### config.mk
export PLATFORM = sky130hd
export DESIGN_NAME = chacha_ks_sequencer
export DESIGN_NICKNAME = d
export VERILOG_FILES = /design/src/rtl/chacha_ks_sequencer.sv
export SDC_FILE = /design/constraint.sdc
export NUM_CORES = 1
export LEC_CHECK = 0
export BUFFER_PORTS_ARGS = -buffer_cell sky130_fd_sc_hd__buf_2
export CORE_MARGIN = 2
export CORE_UTILIZATION = 32
export CTS_BUF_LIST = sky130_fd_sc_hd__clkbuf_16
export DETAILED_ROUTE_END_ITERATION = 8
export GPL_TIMING_DRIVEN = 0
export SLEW_MARGIN = 20
export SYNTH_ARGS = -nofsm -noshare
export SYNTH_HDL_FRONTEND = slang
export SYNTH_SLANG_ARGS = --single-unit
### constraint.sdc
create_clock -name clk -period 8.55 [get_ports clk]
set_input_delay 1.71 -clock clk [delete_from_list [all_inputs] [get_ports clk]]
set_output_delay 1.71 -clock clk [all_outputs]
set_load 0.01 [all_outputs]
### src/rtl/chacha_ks_sequencer.sv
// Drives chacha_core through a run of consecutive keystream blocks and streams
// each 512-bit result out as sixteen 32-bit words on a valid/ready interface.
module chacha_ks_sequencer #(
  parameter int BLK_W    = 16,
  parameter bit PREFETCH = 1'b1
) (
  input  logic             clk,
  input  logic             reset_n,
  input  logic             start,
  input  logic             abort,
  input  logic [63:0]      ctr_start,
  input  logic [BLK_W-1:0] num_blocks,
  output logic             busy,
  output logic             done,
  output logic [BLK_W-1:0] blocks_done,
  output logic             core_init,
  output logic             core_next,
  output logic [63:0]      core_ctr,
  input  logic             core_ready,
  input  logic             core_data_out_valid,
  input  logic [511:0]     core_data_out,
  output logic [31:0]      ks_data,
  output logic             ks_valid,
  input  logic             ks_ready,
  output logic             ks_last
);

  typedef enum logic [2:0] {IDLE, ISSUE, SETTLE, WAIT, HOLD, FIN} state_t;

  state_t           state;
  logic [BLK_W-1:0] nblk_q;
  logic [BLK_W-1:0] issued_q;
  logic [BLK_W-1:0] last_blk;
  logic [511:0]     buf_q;
  logic [3:0]       idx_q;
  logic             xfer;
  logic             last_xfer;
  logic             can_capture;
  logic             more_to_issue;

  assign xfer          = ks_valid && ks_ready;
  assign last_xfer     = xfer && (idx_q == 4'd15);
  assign more_to_issue = issued_q < nblk_q;
  assign last_blk      = nblk_q - BLK_W'(1);

  // A full buffer may be refilled in the very cycle its final word leaves.
  assign can_capture = core_ready && core_data_out_valid && (!ks_valid || last_xfer);

  // (15-idx)*32 is the LSB of word idx, so word 0 is bits [511:480].
  assign ks_data = buf_q[{~idx_q, 5'd0} +: 32];
  assign ks_last = ks_valid && (idx_q == 4'd15) && (blocks_done == last_blk);

  always_ff @(posedge clk) begin
    if (!reset_n) begin
      state       <= IDLE;
      nblk_q      <= '0;
      issued_q    <= '0;
      // NOTE: the block buffer is reset too, so ks_data reads 0 straight out of reset.
      buf_q       <= '0;
      idx_q       <= '0;
      busy        <= 1'b0;
      done        <= 1'b0;
      blocks_done <= '0;
      core_init   <= 1'b0;
      core_next   <= 1'b0;
      core_ctr    <= '0;
      ks_valid    <= 1'b0;
    end else begin
      // NOTE: pulse outputs default low every cycle; only the transition that needs one raises it.
      core_init <= 1'b0;
      core_next <= 1'b0;
      done      <= 1'b0;

      if (xfer) begin
        idx_q <= idx_q + 4'd1;
        if (idx_q == 4'd15) begin
          ks_valid    <= 1'b0;
          blocks_done <= blocks_done + BLK_W'(1);
        end
      end

      if (state == WAIT && can_capture) begin
        buf_q    <= core_data_out;
        idx_q    <= '0;
        ks_valid <= 1'b1;
      end

      case (state)
        IDLE: begin
          if (start && !abort) begin
            core_ctr    <= ctr_start;
            nblk_q      <= num_blocks;
            busy        <= 1'b1;
            issued_q    <= '0;
            blocks_done <= '0;
            if (num_blocks == '0) begin
              state <= FIN;
            end else begin
              state     <= ISSUE;
              core_init <= 1'b1;
            end
          end
        end
        ISSUE: begin
          issued_q <= issued_q + BLK_W'(1);
          state    <= SETTLE;
        end
        SETTLE: state <= WAIT;
        WAIT: begin
          if (can_capture) begin
            if (more_to_issue && PREFETCH) begin
              state     <= ISSUE;
              core_next <= 1'b1;
            end else begin
              state <= HOLD;
            end
          end
        end
        HOLD: begin
          if (more_to_issue) begin
            if (!ks_valid || last_xfer) begin
              state     <= ISSUE;
              core_next <= 1'b1;
            end
          end else if (last_xfer) begin
            state <= FIN;
            done  <= 1'b1;
            busy  <= 1'b0;
          end
        end
        FIN: begin
          // Zero-length runs arrive here still busy and raise done now.
          state <= IDLE;
          if (busy) begin
            done <= 1'b1;
            busy <= 1'b0;
          end
        end
        default: state <= IDLE;
      endcase

      if (abort && state != IDLE) begin
        state     <= IDLE;
        busy      <= 1'b0;
        done      <= 1'b0;
        core_init <= 1'b0;
        core_next <= 1'b0;
        ks_valid  <= 1'b0;
        buf_q     <= '0;
        idx_q     <= '0;
      end
    end
  end

endmodule

== Word-level counts from Yosys, hierarchy flattened ==
Index checks and enable logic that the tools add are counted.

* Input port bits: 599
* Flip-flop bits (word level): 636
* Word-level logic and storage cells: 93

* Reduce and logical (&&, ||, !) cells: 27
* Bitwise gates (word level): 4
* Order comparisons: 1
* Shifts and indexed selects: 1
* Add/subtract/negate cells: 4
* Mux-type cells: 31
* Eq/ne operators: 13

{| class="wikitable"
|+ Operators by type and width
! operator !! count
|-
| $shiftx 512x10->32 || 1
|-
| $mux 16 || 5
|-
| $add 16x1->16 const B || 2
|-
| $pmux 16 s2 || 1
|-
| $mux 3 || 7
|-
| $eq 16x16->1 || 1
|-
| $logic_not 16->1 || 1
|-
| $lt 16x16->1 || 1
|-
| $sub 16x1->16 const B || 1
|-
| $pmux 3 s5 || 1
|-
| $mux 1 || 14
|-
| $logic_and 1x1->1 || 9
|-
| $ne 2x2->1 const B || 4
|-
| $reduce_and 4->1 || 2
|-
| $eq 3x2->1 const B || 2
|-
| $eq 3x3->1 const B || 2
|-
| $ne 3x3->1 const B || 2
|-
| $reduce_and 2->1 || 3
|-
| $reduce_bool 2->1 || 3
|-
| $reduce_bool 3->1 || 2
|-
| $add 4x1->4 const B || 1
|-
| $eq 4x4->1 const B || 1
|-
| $not 4->4 || 1
|-
| $pmux 1 s2 || 2
|-
| 9 further kinds || 12
|}

== Depth between registers and ports, before layout ==
* Word-level depth: 7
* Mapped depth: 9
* Depth with buffers taken out: 8

== Worst setup path before layout ==
Ideal clock, no wire load.

* Path type: register -> output
* From: register nblk_q[7]
* To: output port ks_last
* Cell stages (with the launch flop): 7
* Arrival time: 2386 ps
* Data required time: 6840 ps
* Path slack: 4454 ps
* Path buffers: 0
* Cell sequence: dfxtp_1 -> or4_4 -> nor4_4 -> a21oi_2 -> or4_4 -> a2111oi_4 -> o221a_1

* Word-level cells in the longest chain between the ends: 3

{| class="wikitable"
|+ RTL lines
! what !! RTL line !! RTL
|-
| start, declared || 31 || <nowiki>logic [BLK_W-1:0] nblk_q;</nowiki>
|-
| start signal, assigned || 92 || <nowiki>nblk_q <= num_blocks;</nowiki>
|-
| $sub 16x1->16 || 44 || <nowiki>assign last_blk = nblk_q - BLK_W'(1);</nowiki>
|-
| $eq 16x16->1 || 51 || <nowiki>assign ks_last = ks_valid && (idx_q == 4'd15) && (blocks_done == last_blk);</nowiki>
|-
| $logic_and 1x1->1 || 51 ||
|-
| end, declared || 25 || <nowiki>output logic ks_last</nowiki>
|}

Every way passes these cells.

== Worst setup path in the final report ==
* From: register idx_q[1]
* To: output port ks_data[29]

* Word-level cells in the longest chain between the ends: 2

{| class="wikitable"
|+ RTL lines
! what !! RTL line !! RTL
|-
| start, declared || 35 || <nowiki>logic [3:0] idx_q;</nowiki>
|-
| start signal, assigned || 75 || <nowiki>idx_q <= idx_q + 4'd1;</nowiki>
|-
| $not 4->4 || 50 || <nowiki>assign ks_data = buf_q[{~idx_q, 5'd0} +: 32];</nowiki>
|-
| $shiftx 512x10->32 || 50 ||
|-
| end, declared || 22 || <nowiki>output logic [31:0] ks_data,</nowiki>
|}

Every way passes these cells.

==> key figures <==
Floorplan
  • Core Rows: 106
  • Ports: 717
  • Core Area: about 0.084 mm^2
  • Die W: 294 um
  • Initial Util: between 30% and 40%
  • DIE AREA: ~0.087 mm^2
  • Die H: 294 um

STA
  • Setup TNS: 0 ns
  • # setup viols final: 0
  • Final WS setup: between 2 and 3 ns
  • Tcrit/Tclk final: 69.0%
  • Final Hold Viols: 0
  • Slew Limit Fails: 0
  • Worst Skew: 0.0346 ns
  • Rel. slew slack: 19.5%
  • RSZ-0062 raised after global routing: no
  • Tightest hold margin: 0.452 ns
  • Tmin final: 5.90 ns
  • F_max: 0.170 GHz
  • Worst Tran Pin Value: 1.21 ns

Synthesis
  • Register bit count reported by yosys: 636
  • Cell area after synthesis: 0.0270 mm^2
  • Post-synthesis cell type count: 54
  • Post-synthesis sequential area ratio: 47.2%
  • Main synth FF type: dfxtp_1
  • Area fraction of the dominant cell type after synthesis: 47.2%
  • Top cells by count, synth: nand2_1 (1217), dfxtp_1 (636), a21oi_1 (532), clkbuf_1 (220), mux4_2 (160)
  • Synthesized Nets: 3770
  • EDFF count, synth: 0
  • Leading area contributor after synthesis: dfxtp_1
  • Synth area leaders: dfxtp_1 (47%), nand2_1 (17%), mux4_2 (13%)
  • Post-Syn Instances: 3152
  • Top-count cell post-synth: nand2_1
  • Ys async rst share: 0%
  • Syn Area/Cell: 8.56 um^2
  • YS warnings: 0

Setup path
  • CP Launch Point: idx_q[1]
  • Worst Path Class, Setup: reg -> out
  • Crit end category: output port
  • Worst Reg-to-Reg Cells: 9
  • Reg-to-Reg Start: idx_q[3]
  • Crit-path max FO: 10
  • Required @ worst endpoint: a little under 7 ns
  • CP startpoint kind: register
  • FF-to-FF setup slack: 4.55 ns
  • Reg-to-Reg End: buf_q[404]
  • Arrival @ worst endpoint: 4.19 ns

Detailed routing
  • Drt wl/cell: 24.8 um
  • DR vias/cell: a little over 5
  • WL final: 127 mm
  • Remaining antenna violation count: 0
  • Number of iterations in the first detailed-routing pass: 5
  • Initial DRC Count: 1966
  • Drc violations: 0
  • Routed via count: 26600

Final layout
  • Layout Nets: 4563
  • FF+latch area: approximately 0.013 mm^2
  • Multi-input gate area: 0.0132 mm^2
  • Layout cells sized above 1: between 20% and 30%
  • Fillers: 8701
  • Finished Layout Cells: about 5100
  • Final instance area: around 0.034 mm^2
  • Area growth syn-to-layout: 27.6%
  • Share of the core filled with cells in the final layout: 41.2%

Placed design
  • Setup WS pre-CTS: 3.30 ns
  • GPL Wtd Cong: 0.892
  • Placed instance count: 4948
  • DP HPWL: 101 mm
  • Post-DP Area: 0.0319 mm^2
  • Count of input and output buffers: 716

CTS
  • CTS tree: yes
  • Clock latency on the worst-skew pair: between 0.6 and 0.7 ns
  • CTS Hold Buffers Added: 0
  • CTS H-tree lvls: 3
  • CTS sink count: 636
  • Post-CTS sizing: 0
  • Clk buf depth: 3
  • Post-CTS Setup Bufs: 0
  • Inserted Clock Buffers: 73
  • Clk slew on worst S/H paths: roughly 0.060 ns
  • Root Driver: clkbuf_16

Pwr
  • Max rail drop VDD: between 0.1 and 0.15 mV
  • Pwr dens: ~190 mW/mm^2
  • Pwr Total: approximately 6.6 mW
  • P_leak: ~13 nW

Global route
  • Gr ovfl total: 0
  • First-pass GRT wire length: 175 mm
  • Largest net degree at the start of global routing: 14
  • Antenna violations before repair: 67
  • Number of global-route vias before repair: 25200
  • GRT Overall Usage: 28.5%

Hold path
  • Worst min path class: reg -> reg
  • Worst hold endpoint: buf_q[417]
  • Hold Path Origin: buf_q[417]
  • Hold path depth: 2

Status
  • Outcome: finished clean

Job
  • Max-cap viol count: 0
## cells in the final DEF (no fill, tap or decap), drive strengths merged, types with 17 or more instances in the layout
cell | synthesis | final
nand2 | 1217 | 1217
buf | 27 | 745
dfxtp | 636 | 636
a21oi | 533 | 533
clkbuf | 220 | 293
mux4 | 160 | 160
a21boi | 83 | 83
clkinv | 0 | 40
nor2 | 38 | 38
diode | 0 | 35
inv | 17 | 26
o21ai | 25 | 25
nand3 | 23 | 23
ha | 19 | 19
xnor2 | 17 | 17
## state kept, by name (all words and copies together), names as in the netlist
name         count
done             1
core_init        1
idx_q            4
core_ctr        64
issued_q        16
core_next        1
blocks_done     16
ks_valid         1
buf_q          512
nblk_q          16
busy             1
state            3
## power by group
| part | total [mW] | internal [mW] | switching [mW] |
|---|---|---|---|
| registers | 3.01 | 2.99 | 0.0181 |
| clock network | 3.15 | 1.77 | 1.38 |
| logic | 0.437 | 0.169 | 0.268 |
## layout make-up
cell class	instances	area share (%)
clock buffer	73	5.31
clock inverter	59	1.63
inverter	17	0.185
timing repair buffer	718	10.5
tap	1080	3.93
multi-input combinational	2252	38.5
sequential	636	37.0
buffer	247	2.75
antenna	35	0.254
## critical path, stage by stage (launching register included)
cell and delay, ns:
dfxtp_1 0.58, buf_1 0.72, buf_1 0.95, mux4_2 0.53
mux4_2 0.55, buf_2 0.18
## cells by family after synthesis
group           synth area share, %
buf+inv                        3.68
compound gates                 13.6
mux                            13.5
flops                          47.2
fa+ha+maj                     0.882
xor+xnor                       1.04
simple gates                   20.1
## metal layers
metal,share of wire [%],track usage [%],vias up
li1,-,-,12300
met1,40,35.2,12800
met2,47,47.6,1175
met3,8.6,6.45,259
met4,4.2,12.0,42
met5,0.23,0,-
## worst max-delay path by stage
stage | endpoint | slack [ns] | cells after the start
3_3_place_gp | ks_data[9] | 2.97 | 6
3_5_place_dp | ks_data[26] | 3.30 | 6
6_report | ks_data[29] | 2.65 | 5
4_1_cts | ks_data[26] | 2.58 | 6
5_1_grt | ks_data[16] | 2.49 | 6
2_1_floorplan | ks_last | 4.45 | 6
Power figures use the tool's default switching activity.
